`config.mk`:
```
export PLATFORM = sky130hd
export DESIGN_NAME = sram_arb_rr
export DESIGN_NICKNAME = d
export VERILOG_FILES = /design/src/rtl/sram_arb_rr.sv
export SDC_FILE = /design/constraint.sdc
export NUM_CORES = 1
export LEC_CHECK = 0
export BUFFER_PORTS_ARGS = -buffer_cell sky130_fd_sc_hd__buf_2
export CORE_AREA = 2 2 183 185
export CTS_CLUSTER_DIAMETER = 60
export DETAILED_ROUTE_END_ITERATION = 8
export DIE_AREA = 0 0 185 187
export PLACE_DENSITY = 0.64
export SLEW_MARGIN = 20
export SYNTH_ARGS = -nofsm -noshare
export SYNTH_HDL_FRONTEND = slang
export SYNTH_SLANG_ARGS = --single-unit
```
`constraint.sdc`:
```
create_clock -name clk -period 6.4 [get_ports clk]
set_clock_uncertainty 0.1 [all_clocks]
set_input_delay 0.64 -clock clk [delete_from_list [all_inputs] [get_ports clk]]
set_output_delay 0.64 -clock clk [all_outputs]
set_load 0.02 [all_outputs]
```
`src/rtl/sram_arb_rr.sv`:
```
// Round-robin arbiter granting NCH req/ack requesters access to one single-ported SRAM controller.
// Optional access timeout enabled by defining SRAM_ARB_TIMEOUT_EN (abort flagged on err).
module sram_arb_rr #(
    parameter int NCH    = 4,
    parameter int AW     = 22,
    parameter int DW     = 32,
    parameter int BW     = 4,
    parameter int TO_CYC = 255
) (
    input  logic                clk,
    input  logic                rst_n,
    input  logic [NCH-1:0]      req,
    input  logic [NCH-1:0]      we,
    input  logic [NCH*AW-1:0]   addr,
    input  logic [NCH*DW-1:0]   wdata,
    input  logic [NCH*BW-1:0]   bin,
    output logic [NCH-1:0]      ack,
    output logic [NCH-1:0]      err,
    output logic [NCH*DW-1:0]   rdata,
    output logic                busy,
    output logic [AW-1:0]       sram_addr,
    output logic [DW-1:0]       sram_data_write,
    output logic                sram_cs,
    output logic                sram_we,
    output logic [BW-1:0]       sram_bin,
    input  logic [DW-1:0]       sram_data_out,
    input  logic                sram_ready
);

    localparam int PW = (NCH > 1) ? $clog2(NCH) : 1;

    typedef enum logic [1:0] {
        IDLE,
        ISSUE_WAIT,
        DONE_WAIT,
        RESP
    } state_t;

    state_t        state;
    logic [PW-1:0] ptr;
    logic [PW-1:0] gnt;
    logic [PW-1:0] pick;
    logic [PW-1:0] next_ptr;

`ifdef SRAM_ARB_TIMEOUT_EN
    localparam logic [7:0] TO_LIM = 8'(TO_CYC);
    logic [7:0]     timer;
    logic [NCH-1:0] err_q;
    assign err = err_q;
`else
    assign err = '0;
`endif

    assign busy     = (state != IDLE);
    assign next_ptr = (gnt == PW'(NCH - 1)) ? '0 : gnt + 1'b1;

    // First requesting channel at or after ptr, searched cyclically.
    always_comb begin
        logic found;
        pick  = '0;
        found = 1'b0;
        for (int k = 0; k < NCH; k++) begin
            if (!found && req[(int'(ptr) + k) % NCH]) begin
                found = 1'b1;
                pick  = PW'((int'(ptr) + k) % NCH);
            end
        end
    end

    always_ff @(posedge clk) begin
        if (!rst_n) begin
            state           <= IDLE;
            ptr             <= '0;
            gnt             <= '0;
            ack             <= '0;
            rdata           <= '0;
            sram_addr       <= '0;
            sram_data_write <= '0;
            sram_cs         <= 1'b0;
            sram_we         <= 1'b0;
            sram_bin        <= '0;
`ifdef SRAM_ARB_TIMEOUT_EN
            timer           <= '0;
            err_q           <= '0;
`endif
        end else begin
            case (state)
                IDLE: begin
                    if ((|req) && sram_ready) begin
                        gnt             <= pick;
                        sram_cs         <= 1'b1;
                        sram_addr       <= addr[int'(pick)*AW +: AW];
                        sram_data_write <= wdata[int'(pick)*DW +: DW];
                        sram_we         <= we[pick];
                        sram_bin        <= bin[int'(pick)*BW +: BW];
`ifdef SRAM_ARB_TIMEOUT_EN
                        timer           <= '0;
`endif
                        state           <= ISSUE_WAIT;
                    end
                end
                ISSUE_WAIT, DONE_WAIT: begin
`ifdef SRAM_ARB_TIMEOUT_EN
                    timer <= timer + 8'd1;
                    if (timer == TO_LIM) begin
                        sram_cs    <= 1'b0;
                        ack[gnt]   <= 1'b1;
                        err_q[gnt] <= 1'b1;
                        ptr        <= next_ptr;
                        state      <= RESP;
                    end else
`endif
                    if (state == ISSUE_WAIT) begin
                        if (!sram_ready) begin
                            sram_cs <= 1'b0;
                            state   <= DONE_WAIT;
                        end
                    end else if (sram_ready) begin
                        // sram_we still holds the direction latched at grant time
                        if (!sram_we) begin
                            rdata[int'(gnt)*DW +: DW] <= sram_data_out;
                        end
                        ack[gnt] <= 1'b1;
                        ptr      <= next_ptr;
                        state    <= RESP;
                    end
                end
                RESP: begin
                    ack   <= '0;
`ifdef SRAM_ARB_TIMEOUT_EN
                    err_q <= '0;
`endif
                    state <= IDLE;
                end
                default: state <= IDLE;
            endcase
        end
    end

endmodule
```
==> results.md, run 1 <==
* Max H-tree Level at 4
* Die area at approximately 35000 um2
* Crit-path max cell delay at 0.56 ns
* Top cell family by delay on the critical path: compound AO/OA/AOI/OAI gates
* Tcrit/Tclk final at 40.8%
* Worst EP arrival at between 2 and 3 ns
* DRC violations left at 0
* Filler cell count at 3438
* Startpoint Class: register
* WP data required at 6.59 ns
* Postcts setup bufs at 0
* Port Buf Inserts at approximately 470
* Clk Tree Root Cell: clkbuf_16
* Synthesized area at 9020 um2
* Total negative setup slack at 0 ns
* Row Count at 67
* Syn Inst Count at approximately 990
* Met2 usage at 34.7%
* Power share of the sequential group at 40.3%
* Longest Clk Path Bufs at 2
* Hold Fails Final Rpt at 0
* DIE WIDTH at between 150 and 200 um
* PostCTS Resize Cnt at 0
* Routed Antenna Nets at 0
* Share of cells above drive strength 1 at a little under two fifths
* Core area at approximately 33000 um2
* Asr flop ratio synth at 0%
* Setup crit end kind: register
* Yosys reg bits at a little under 200
* Post-synth EDFFs at 0
* VDD IR max at approximately 0.19 mV
* Commonest non-fill, non-tap cells in the layout: 466 x buf_2, 198 x dfxtp_1, 192 x nand2_1
* Sw frac at between 30% and 40%
* Synth Flop Type: dfxtp_1
* Global Route met1 Usage at around 23%
* Clk Latency, worst-skew pair at about 0.45 ns
* Syn Area/Cell at a little over 9 um2
* Global-route wire length before repair at between 50000 and 60000 um
* CP Class: reg -> reg
* Worst min path class: reg -> reg
* Worst-margin pin slew at roughly 0.96 ns
* Critical Path Fanout Max at around 110
* Die Y at 187 um
* Syn. warnings at 0
* # nets final at ~1.7k
* Crit-path cells: a21oi_1 -> o21ai_0 -> a21oi_4 -> buf_12 -> mux2i_1 -> o221ai_1
* PwrDens at 300 nW/um2
* Max_cap viols at 0
* WL final at ~36000 um
* Clock share of power at between 20% and 30%
* Pleak at 5.33 nW
* Initial antenna violation count at 6
* Fin area at 12200 um2
* Gr usage total at 20.4%
* Area leader, netlist: dfxtp_1
* Status: completed
* Psw at ~1.4 mW
* IO Pins at between 400 and 500
* Synth top area share at 43.9%
* Avg WL per Cell at 19.4 um
* WP buf/inv at 1
* Drt initial violations at ~430
* Comb power frac at between 30% and 40%
* Commonest non-fill, non-tap cell in the layout: buf_2
* Max_slew headroom at 35.7%
* Vias in the first global route at approximately 9k
* Area grow syn2layout at 35.4%
* CP max stage cell: buf_12
* Final min period at roughly 2.6 ns
* Remaining Overflow, GRT at 0
* RSZ-0062 raised after global routing: no
* Met3 Resource Use GR at roughly 7.5%
* Int Pwr at 2.32 mW
* Starting density of the core at between 20% and 30%
* Placer Congestion at approximately 0.83
* TritonCTS clock tree: built
* Clock tree sinks at 198
* Vias at about 9.2k
* Worst-path clk slew at approximately 0.070 ns
* HPWL after DPL at about 26000 um
* Router iterations before antenna repair at 5
* Largest net degree at the start of global routing at 109
* Synth area leaders: dfxtp_1 44%, mux2i_1 14%, a21boi_0 8.9%, nand2_1 8.0%, nand3_1 7.1%
* # hold bufs at CTS at 0
* CTS buffer count at 17
* Fin. max-slew vios at 0
* Max Fclk at ~380 MHz
* Routed vias/inst at between 4 and 5
* Unique masters post-synth at 36
* Final setup violation count at 0
* Dpl cell area at 11600 um2
* Top Usage Layer GRT: met2
* Register area share after synthesis at between 40% and 50%
## kinds of logic (layout without fill, tap and decap cells)
| logic type | Yosys count | count (layout) | synth area share (%) |
|---|---|---|---|
| DFF | 198 | 198 | 43.9 |
| buffers and inverters | 102 | 525 | 5.67 |
| AOI/OAI and AO/OA | 206 | 206 | 17.7 |
| muxes | 124 | 124 | 13.8 |
| and+or+nand+nor | 350 | 350 | 17.3 |
| adders and majority gates | 11 | 11 | 1.53 |
| other | 1 | 11 | 0.0416 |
## metrics by stage
step           setup WS [ns]  hold WS (ns)  cells  total power [mW]  util, %
2_1_floorplan           4.18         0.393    995              2.21        -
3_3_place_gp            3.49         0.334   1834              2.62     35.4
3_5_place_dp            3.45         0.342   1834              2.64     35.4
4_1_cts                 3.86         0.336   1866              3.71     37.1
5_1_grt                 3.70         0.366   1869              3.86     37.1
6_report                3.79         0.348   1873              3.67     37.2
## layer usage
layer	vias up	share of wire [%]
li1	4344	-
met1	4410	38
met2	389	48
met3	53	9.7
met4	0	3.6
met5	-	0
## cell usage after synthesis (2+ instances only)
library cell / instances
nor3_1: 2
nand2b_1: 2
clkbuf_1: 43
o221ai_1: 59
buf_4: 12
buf_6: 2
and2_1: 4
nor2b_1: 6
mux2i_1: 124
nand2_1: 192
o21ai_0: 4
a21boi_1: 22
a21boi_0: 107
buf_2: 33
nor3b_1: 3
a21oi_1: 10
nor2_1: 5
ha_1: 11
dfxtp_1: 198
nand3_1: 128
inv_1: 10
## sequential cells by signal, indices dropped and copies added, names as in the netlist
signal,flops
gnt,2
sram_we,1
ack,4
state,2
sram_cs,1
rdata,128
ptr,2
sram_data_write,32
sram_addr,22
sram_bin,4
## cell type report
| cell class | count | area, um2 | share of cell area, % |
|---|---|---|---|
| Tap cell | 448 | 561 | 4.59 |
| Multi-Input combinational cell | 695 | 4590 | 37.6 |
| Inverter | 10 | 37.5 | 0.307 |
| Timing Repair Buffer | 483 | 2470 | 20.2 |
| Antenna cell | 7 | 17.5 | 0.143 |
| Clock buffer | 19 | 453 | 3.71 |
| Sequential cell | 198 | 3960 | 32.4 |
| Clock inverter | 13 | 119 | 0.973 |
## power groups by stage
stage                     Sequential (mW)  Clock [mW]  Combinational (mW)
after floorplan                      1.66           0               0.542
after global placement               1.50           0                1.12
after detailed placement             1.51           0                1.14
after CTS                            1.48        1.10                1.14
after global routing                 1.50        1.14                1.22
final                                1.48        1.06                1.13
## worst paths after layout
kind	startpoint	endpoint	slack, ns	cells after the start
setup / recovery	ptr[1]	sram_data_write[2]	3.79	6
hold / removal	rdata[111]	rdata[111]	0.35	2
hold reg to reg	rdata[111]	rdata[111]	0.35	2
setup reg to reg	ptr[1]	sram_data_write[2]	3.79	6
## worst min-delay path: cells and delay by family, from the launching register on
family,cells,cell delay [ns]
flops,1,0.31
simple gates,1,0.05
compound gates,1,0.05
No activity file was read; power rests on OpenSTA's default activity.
==> run 2, diff against run 1 <==
--- a/config.mk
+++ b/config.mk
@@ -6,10 +6,10 @@
 export NUM_CORES = 1
 export LEC_CHECK = 0
 export BUFFER_PORTS_ARGS = -buffer_cell sky130_fd_sc_hd__buf_2
-export CORE_AREA = 2 2 183 185
+export CORE_AREA = 2 2 186 188
 export CTS_CLUSTER_DIAMETER = 60
 export DETAILED_ROUTE_END_ITERATION = 8
-export DIE_AREA = 0 0 185 187
+export DIE_AREA = 0 0 188 190
 export PLACE_DENSITY = 0.64
 export SLEW_MARGIN = 20
 export SYNTH_ARGS = -nofsm -noshare
==> constraint.sdc (replaced) <==
create_clock -name clk -period 2.2 [get_ports clk]
set_clock_uncertainty 0.1 [all_clocks]
set_input_delay 0.22 -clock clk [delete_from_list [all_inputs] [get_ports clk]]
set_output_delay 0.22 -clock clk [all_outputs]
set_load 0.02 [all_outputs]
==> run 2 against run 1 <==
Against the previous run:
- clock power grew to 3.1 times the previous value
- largest cell class is now buffers
- utilization up 5.6 points
- final area increased by 19%
- final cell count up 12%
- sequential cell count stayed put
- wire length increased by 11%
==> results.md, run 2 (synthesis gave the netlist of run 1 again) <==
* Routed vias/inst at 4.87 (was 4.91)
* Largest regs: rdata x128, sram_data_write x32, sram_addr x22 (unchanged)
* Share of cells above drive strength 1 at 33.7% (was 37.1%)
* WL final at 40100 um (was 36300 um)
* Fin. max-slew vios at 0 (unchanged)
* WP buf/inv at 2 (was 1)
* Int Pwr at 7.17 mW (was 2.32 mW)
* Top cell family by delay on the critical path: compound AO/OA/AOI/OAI gates (unchanged)
* Drt initial violations at 592 (was 426)
* Postcts setup bufs at 0 (unchanged)
* DRC violations left at 0 (unchanged)
* Fin area at 14500 um2 (was 12200 um2)
* Biggest register: rdata (unchanged)
* Filler cell count at 3220 (was 3438)
* VDD IR max at 0.532 mV (was 0.186 mV)
* Max Fclk at 478 MHz (was 383 MHz)
* Critical Path Fanout Max at 33 (was 107)
* Initial antenna violation count at 2 (was 6)
* Total negative setup slack at 0 ns (unchanged)
* Tcrit/Tclk final at 95.0% (was 40.8%)
* Die area at 35700 um2 (was 34600 um2)
* PwrDens at 785 nW/um2 (was 300 nW/um2)
* Row Count at 68 (was 67)
* Comb power frac at 33.7% (was 30.7%)
* Status: completed (unchanged)
* Hold Fails Final Rpt at 0 (unchanged)
* Final min period at 2.09 ns (was 2.61 ns)
* Worst-path clk slew at 0.08 ns (was 0.07 ns)
* Clock tree sinks at 198 (unchanged)
* Post-Place Worst Slack at 0.0757 ns (was 3.45 ns)
* Remaining Overflow, GRT at 0 (unchanged)
* Avg WL per Cell at 19.2 um (was 19.4 um)
* Largest net degree at the start of global routing at 126 (was 109)
* Gr usage total at 21.8% (was 20.4%)
* Commonest non-fill, non-tap cell in the layout: buf_2 (unchanged)
* Final setup margin at 0.110 ns (was 3.79 ns)
* HPWL after DPL at 27500 um (was 26400 um)
* Min Hold Slack at 0.00791 ns (was 0.348 ns)
* Setup crit end kind: register (unchanged)
* Worst min path class: in -> reg (was reg -> reg)
* Startpoint Class: register (unchanged)
* Routed Antenna Nets at 0 (unchanged)
* Max_cap viols at 0 (unchanged)
* Max H-tree Level at 4 (unchanged)
* Clk Tree Root Cell: clkbuf_16 (unchanged)
* Starting density of the core at 26.6% (was 27.5%)
* Area grow syn2layout at 61.1% (was 35.4%)
* Router iterations before antenna repair at 5 (unchanged)
* Power share of the sequential group at 37.7% (was 40.3%)
* Final setup violation count at 0 (unchanged)
* Sw frac at 37.1% (was 36.9%)
* WP data required at 2.43 ns (was 6.59 ns)
* CP max stage cell: mux2i_1 (was buf_12)
* Worst EP arrival at 2.32 ns (was 2.80 ns)
* Core area at 33900 um2 (was 32900 um2)
* CP most frequent cell: buf_12
* Die Y at 190 um (was 187 um)
* Dpl cell area at 12000 um2 (was 11600 um2)
* Psw at 4.24 mW (was 1.35 mW)
* Clk Latency, worst-skew pair at 0.45 ns (about the same)
* Vias at 10.2k (was 9196)
* DIE WIDTH at 188 um (was 185 um)
* RSZ-0062 raised after global routing: no (unchanged)
* Global-route wire length before repair at 59700 um (was 53800 um)
* # nets final at 1905 (was 1691)
* Commonest non-fill, non-tap cells in the layout: 466 x buf_2, 198 x dfxtp_1, 192 x nand2_1 (unchanged)
* Clock share of power at 28.6% (was 29.0%)
* Crit-path cells: a21oi_1 -> o21ai_0 -> a21oi_4 -> buf_12 -> buf_12 -> mux2i_1 -> o221ai_1 (was a21oi_1 -> o21ai_0 -> a21oi_4 -> buf_12 -> mux2i_1 -> o221ai_1)
* TritonCTS clock tree: built (unchanged)
* Port Buf Inserts at 467 (unchanged)
* Vias in the first global route at 10.3k (was 9130)
* Crit-path max cell delay at 0.43 ns (was 0.56 ns)
* Max reg flops at 128 (unchanged)
* Placer Congestion at 0.883 (was 0.831)
* Longest Clk Path Bufs at 2 (unchanged)
* CP Class: reg -> reg (unchanged)
* IO Pins at 472 (unchanged)
* Pleak at 6.33 nW (was 5.33 nW)
* CTS buffer count at 17 (unchanged)
==> run 2: cell types whose count changed in the layout (fill, tap and decap cells not counted), moves of 3 or more <==
cell / previous run / this run
buf_12: 1 / 16
buf_4: 16 / 25
clkinv_4: 5 / 1
clkinv_8: 1 / 5
diode_2: 7 / 2
dlygate4sd3_1: 0 / 190
inv_12: 0 / 3
==> run 2: power by group through the flow <==
| stage | sequential, mW | clock (mW) | combinational [mW] |
|---|---|---|---|
| 3_5_place_dp | 4.38 | 0 | 3.56 |
| 2_1_floorplan | 4.84 | 0 | 1.58 |
| 6_report | 4.30 | 3.27 | 3.84 |
| 3_3_place_gp | 4.37 | 0 | 3.52 |
| 5_1_grt | 4.35 | 3.48 | 4.11 |
| 4_1_cts | 4.30 | 3.35 | 3.83 |
==> run 2: worst min-delay path: cells and delay by family <==
family / cells / cell delay (ns)
AOI/OAI and AO/OA: 1 / 0.15
buffers and inverters: 1 / 0.08
muxes: 1 / 0.06
==> run 2: cell type report <==
type	count	area (um2)	share of cell area, %
tap	455	569	3.92
clock inverter	15	195	1.34
sequential	198	3960	27.3
clock buffer	17	425	2.93
multi-input combinational	695	4600	31.6
inverter	10	37.5	0.258
antenna	2	5.00	0.0344
timing repair buffer	697	4740	32.6
==> run 2: final timing paths <==
check | to | depth (start not counted) | slack [ns] | start
worst max register to register | sram_data_write[21] | 7 | 0.11 | ptr[1]
worst min-delay path | sram_addr[9] | 3 | 0.008 | addr[75]
worst min register to register | rdata[111] | 2 | 0.35 | rdata[111]
worst max-delay path | sram_data_write[21] | 7 | 0.11 | ptr[1]
==> run 2: through the flow <==
stage               cells  utilization [%]  total power [mW]
floorplan             995                -              6.42
global placement     1865             35.4              7.89
detailed placement   1865             35.4              7.93
CTS                  2086             42.8              11.5
global route         2089             42.8              11.9
finish               2089             42.8              11.4
==> run 2: what timing repair did <==
item,CTS,global route
gates resized for setup,0,2
hold buffers,189,1
endpoints found under the hold margin,177,1
setup endpoints to repair,0,43
==> run 2: layer usage <==
layer	routed length, um	global-route usage (%)
met2	19800	37.5
met5	0	0
met1	14800	23.2
met3	3370	7.08
met4	2100	13.2
==> run 3, diff against run 2 <==
--- a/config.mk
+++ b/config.mk
@@ -10,7 +10,9 @@
 export CTS_CLUSTER_DIAMETER = 60
 export DETAILED_ROUTE_END_ITERATION = 8
 export DIE_AREA = 0 0 188 190
+export HOLD_SLACK_MARGIN = 0.12
 export PLACE_DENSITY = 0.64
+export REMOVE_ABC_BUFFERS = 1
 export SLEW_MARGIN = 20
 export SYNTH_ARGS = -nofsm -noshare
 export SYNTH_HDL_FRONTEND = slang
==> run 3 against run 2 <==
Against the previous run:
- global-route usage up 0.16 points
- worst hold slack better by 0.28 ns
- sequential cell count unchanged
- first-iteration DRC count down 19%
- sequential power about the same
- critical endpoint is now sram_bin[2]
- largest cell class unchanged
- highest routed layer unchanged
- final area up 6.1%
- via count up 6.5%
- utilization up 2.6 points
- fmax up 1.9%
- critical path type unchanged
- non-clock buffer count up 96
- largest power group unchanged
- clock-buffer cell count up 3
==> results.md, run 3 (synthesis gave the netlist of run 1 again) <==
* Tcrit/Tclk final at 93.2% (was 95.0%)
* Sw frac at 34.9% (was 37.1%)
* Startpoint Class: register (unchanged)
* Router iterations before antenna repair at 5 (unchanged)
* CTS buffer count at 17 (unchanged)
* Remaining Overflow, GRT at 0 (unchanged)
* Clock tree sinks at 198 (unchanged)
* Initial antenna violation count at 4 (was 2)
* Worst-path clk slew at 0.07 ns (was 0.08 ns)
* Min Hold Slack at 0.289 ns (was 0.00791 ns)
* Port Buf Inserts at 467 (unchanged)
* Post-Place Worst Slack at 0.0906 ns (was 0.0757 ns)
* RSZ-0062 raised after global routing: no (unchanged)
* Max H-tree Level at 4 (unchanged)
* Biggest register: rdata (unchanged)
* Vias in the first global route at 11.4k (was 10.3k)
* Longest Clk Path Bufs at 2 (unchanged)
* Clk Tree Root Cell: clkbuf_16 (unchanged)
* Commonest non-fill, non-tap cell in the layout: buf_2 (unchanged)
* Row Count at 68 (unchanged)
* Core area at 33900 um2 (unchanged)
* Final setup violation count at 0 (unchanged)
* DRC violations left at 0 (unchanged)
* Global-route wire length before repair at 61300 um (was 59700 um)
* Drt initial violations at 477 (was 592)
* Worst EP arrival at 2.26 ns (was 2.32 ns)
* Routed vias/inst at 4.96 (was 4.87)
* Gr usage total at 21.9% (was 21.8%)
* Status: completed (unchanged)
* IO Pins at 472 (unchanged)
* Pleak at 6.73 nW (was 6.33 nW)
* Starting density of the core at 26.6% (unchanged)
* Comb power frac at 35.1% (was 33.7%)
* Clk Latency, worst-skew pair at 0.45 ns (about the same)
* CP Class: reg -> reg (unchanged)
* Final Power at 11.5 mW (was 11.4 mW)
* Vias at 10.8k (was 10.2k)
* PwrDens at 746 nW/um2 (was 785 nW/um2)
* Largest regs: rdata x128, sram_data_write x32, sram_addr x22 (unchanged)
* DIE WIDTH at 188 um (unchanged)
* Psw at 4.02 mW (was 4.24 mW)
* Clock share of power at 27.6% (was 28.6%)
* Final Non-Filler Cells at 2186 (was 2089)
* Setup crit end kind: register (unchanged)
* Top Usage Layer GRT: met2 (unchanged)
* Placer Congestion at 0.846 (was 0.883)
* Global Route met1 Usage at 21.6% (was 23.2%)
* HPWL after DPL at 24800 um (was 27500 um)
* Final setup margin at 0.149 ns (was 0.110 ns)
* Met3 Resource Use GR at 7.29% (was 7.08%)
* Int Pwr at 7.48 mW (was 7.17 mW)
* WL final at 40500 um (was 40100 um)
* Largest net degree at the start of global routing at 115 (was 126)
* Area grow syn2layout at 70.9% (was 61.1%)
* Die Y at 190 um (unchanged)
* VDD IR max at 0.570 mV (was 0.532 mV)
* Met2 usage at 39.9% (was 37.5%)
* Total negative setup slack at 0 ns (unchanged)
* WP data required at 2.41 ns (was 2.43 ns)
* Share of cells above drive strength 1 at 32.9% (was 33.7%)
* # nets final at 2001 (was 1905)
* Placed instance count at 1880 (was 1865)
* Max reg flops at 128 (unchanged)
* Commonest non-fill, non-tap cells in the layout: 466 x buf_2, 270 x dlygate4sd3_1, 198 x dfxtp_1 (was 466 x buf_2, 198 x dfxtp_1, 192 x nand2_1)
* Avg WL per Cell at 18.5 um (was 19.2 um)
* TritonCTS clock tree: built (unchanged)
* Routed Antenna Nets at 0 (unchanged)
* Die area at 35700 um2 (unchanged)
* Fin. max-slew vios at 0 (unchanged)
* Max Fclk at 488 MHz (was 478 MHz)
* Worst min path class: in -> reg (unchanged)
* Final min period at 2.05 ns (was 2.09 ns)
* Max_cap viols at 0 (unchanged)
* Critical Path Fanout Max at 27 (was 33)
* Hold Fails Final Rpt at 0 (unchanged)
* Power share of the sequential group at 37.3% (was 37.7%)
[run 3: cell types whose count changed in the layout (fill, tap and decap cells not counted), sizes merged]
cell,delta
clkinvlp,+1
inv,-6
clkinv,-1
clkbuf,+3
bufinv,+2
buf,+16
dlygate4sd3,+80
diode,+2
[run 3: per-stage QoR]
step / instance area (um2) / util, %
final: 15400 / 45.4
after global routing: 15400 / 45.4
after CTS: 15400 / 45.3
after detailed placement: 12100 / 35.6
after global placement: 12100 / 35.6
after floorplan: 8560 / -
[run 3: layout make-up]
type | count | area, um2
well taps | 455 | 569
flip-flops and latches | 198 | 3960
clock inverters | 11 | 125
inverters | 10 | 37.5
clock buffers | 20 | 457
repair buffers | 793 | 5650
fillers | 3082 | 18500
diodes | 4 | 10.0
multi-input cells | 695 | 4610
[run 3: path summary, 6_finish.rpt]
| check | to | startpoint | depth (start not counted) | slack [ns] |
|---|---|---|---|---|
| setup / recovery | sram_bin[2] | ptr[1] | 7 | 0.15 |
| hold / removal | sram_data_write[26] | req[1] | 5 | 0.29 |
| setup reg to reg | sram_bin[2] | ptr[1] | 7 | 0.15 |
| hold reg to reg | rdata[119] | rdata[119] | 2 | 0.35 |
[run 3: repair_timing]
item,in CTS,in global routing
resized for setup,0,11
endpoints found under the hold margin,188,0
setup endpoints to repair,0,89
hold buffers,270,0
buffers inserted,0,1
[run 3: worst max-delay path, stage by stage, from the launching register on]
cell and delay, ns:
dfxtp_1 0.36, a21oi_1 0.16, o21ai_1 0.12, a21oi_4 0.24, buf_12 0.24, buf_4 0.23
mux2i_1 0.26, o221ai_1 0.17
[run 3: power by group through the flow]
| stage | sequential, mW | clock, mW | combinational [mW] |
|---|---|---|---|
| after global placement | 4.34 | 0 | 3.48 |
| after global routing | 4.33 | 3.36 | 4.29 |
| after floorplan | 4.84 | 0 | 1.65 |
| after CTS | 4.27 | 3.25 | 3.91 |
| after detailed placement | 4.35 | 0 | 3.53 |
| final | 4.28 | 3.18 | 4.04 |
[run 3: metal layers]
layer	up-vias	share of wire [%]
met3	195	9.0
met5	-	0
met2	655	51
met4	0	5.4
met1	5028	35
li1	4955	-
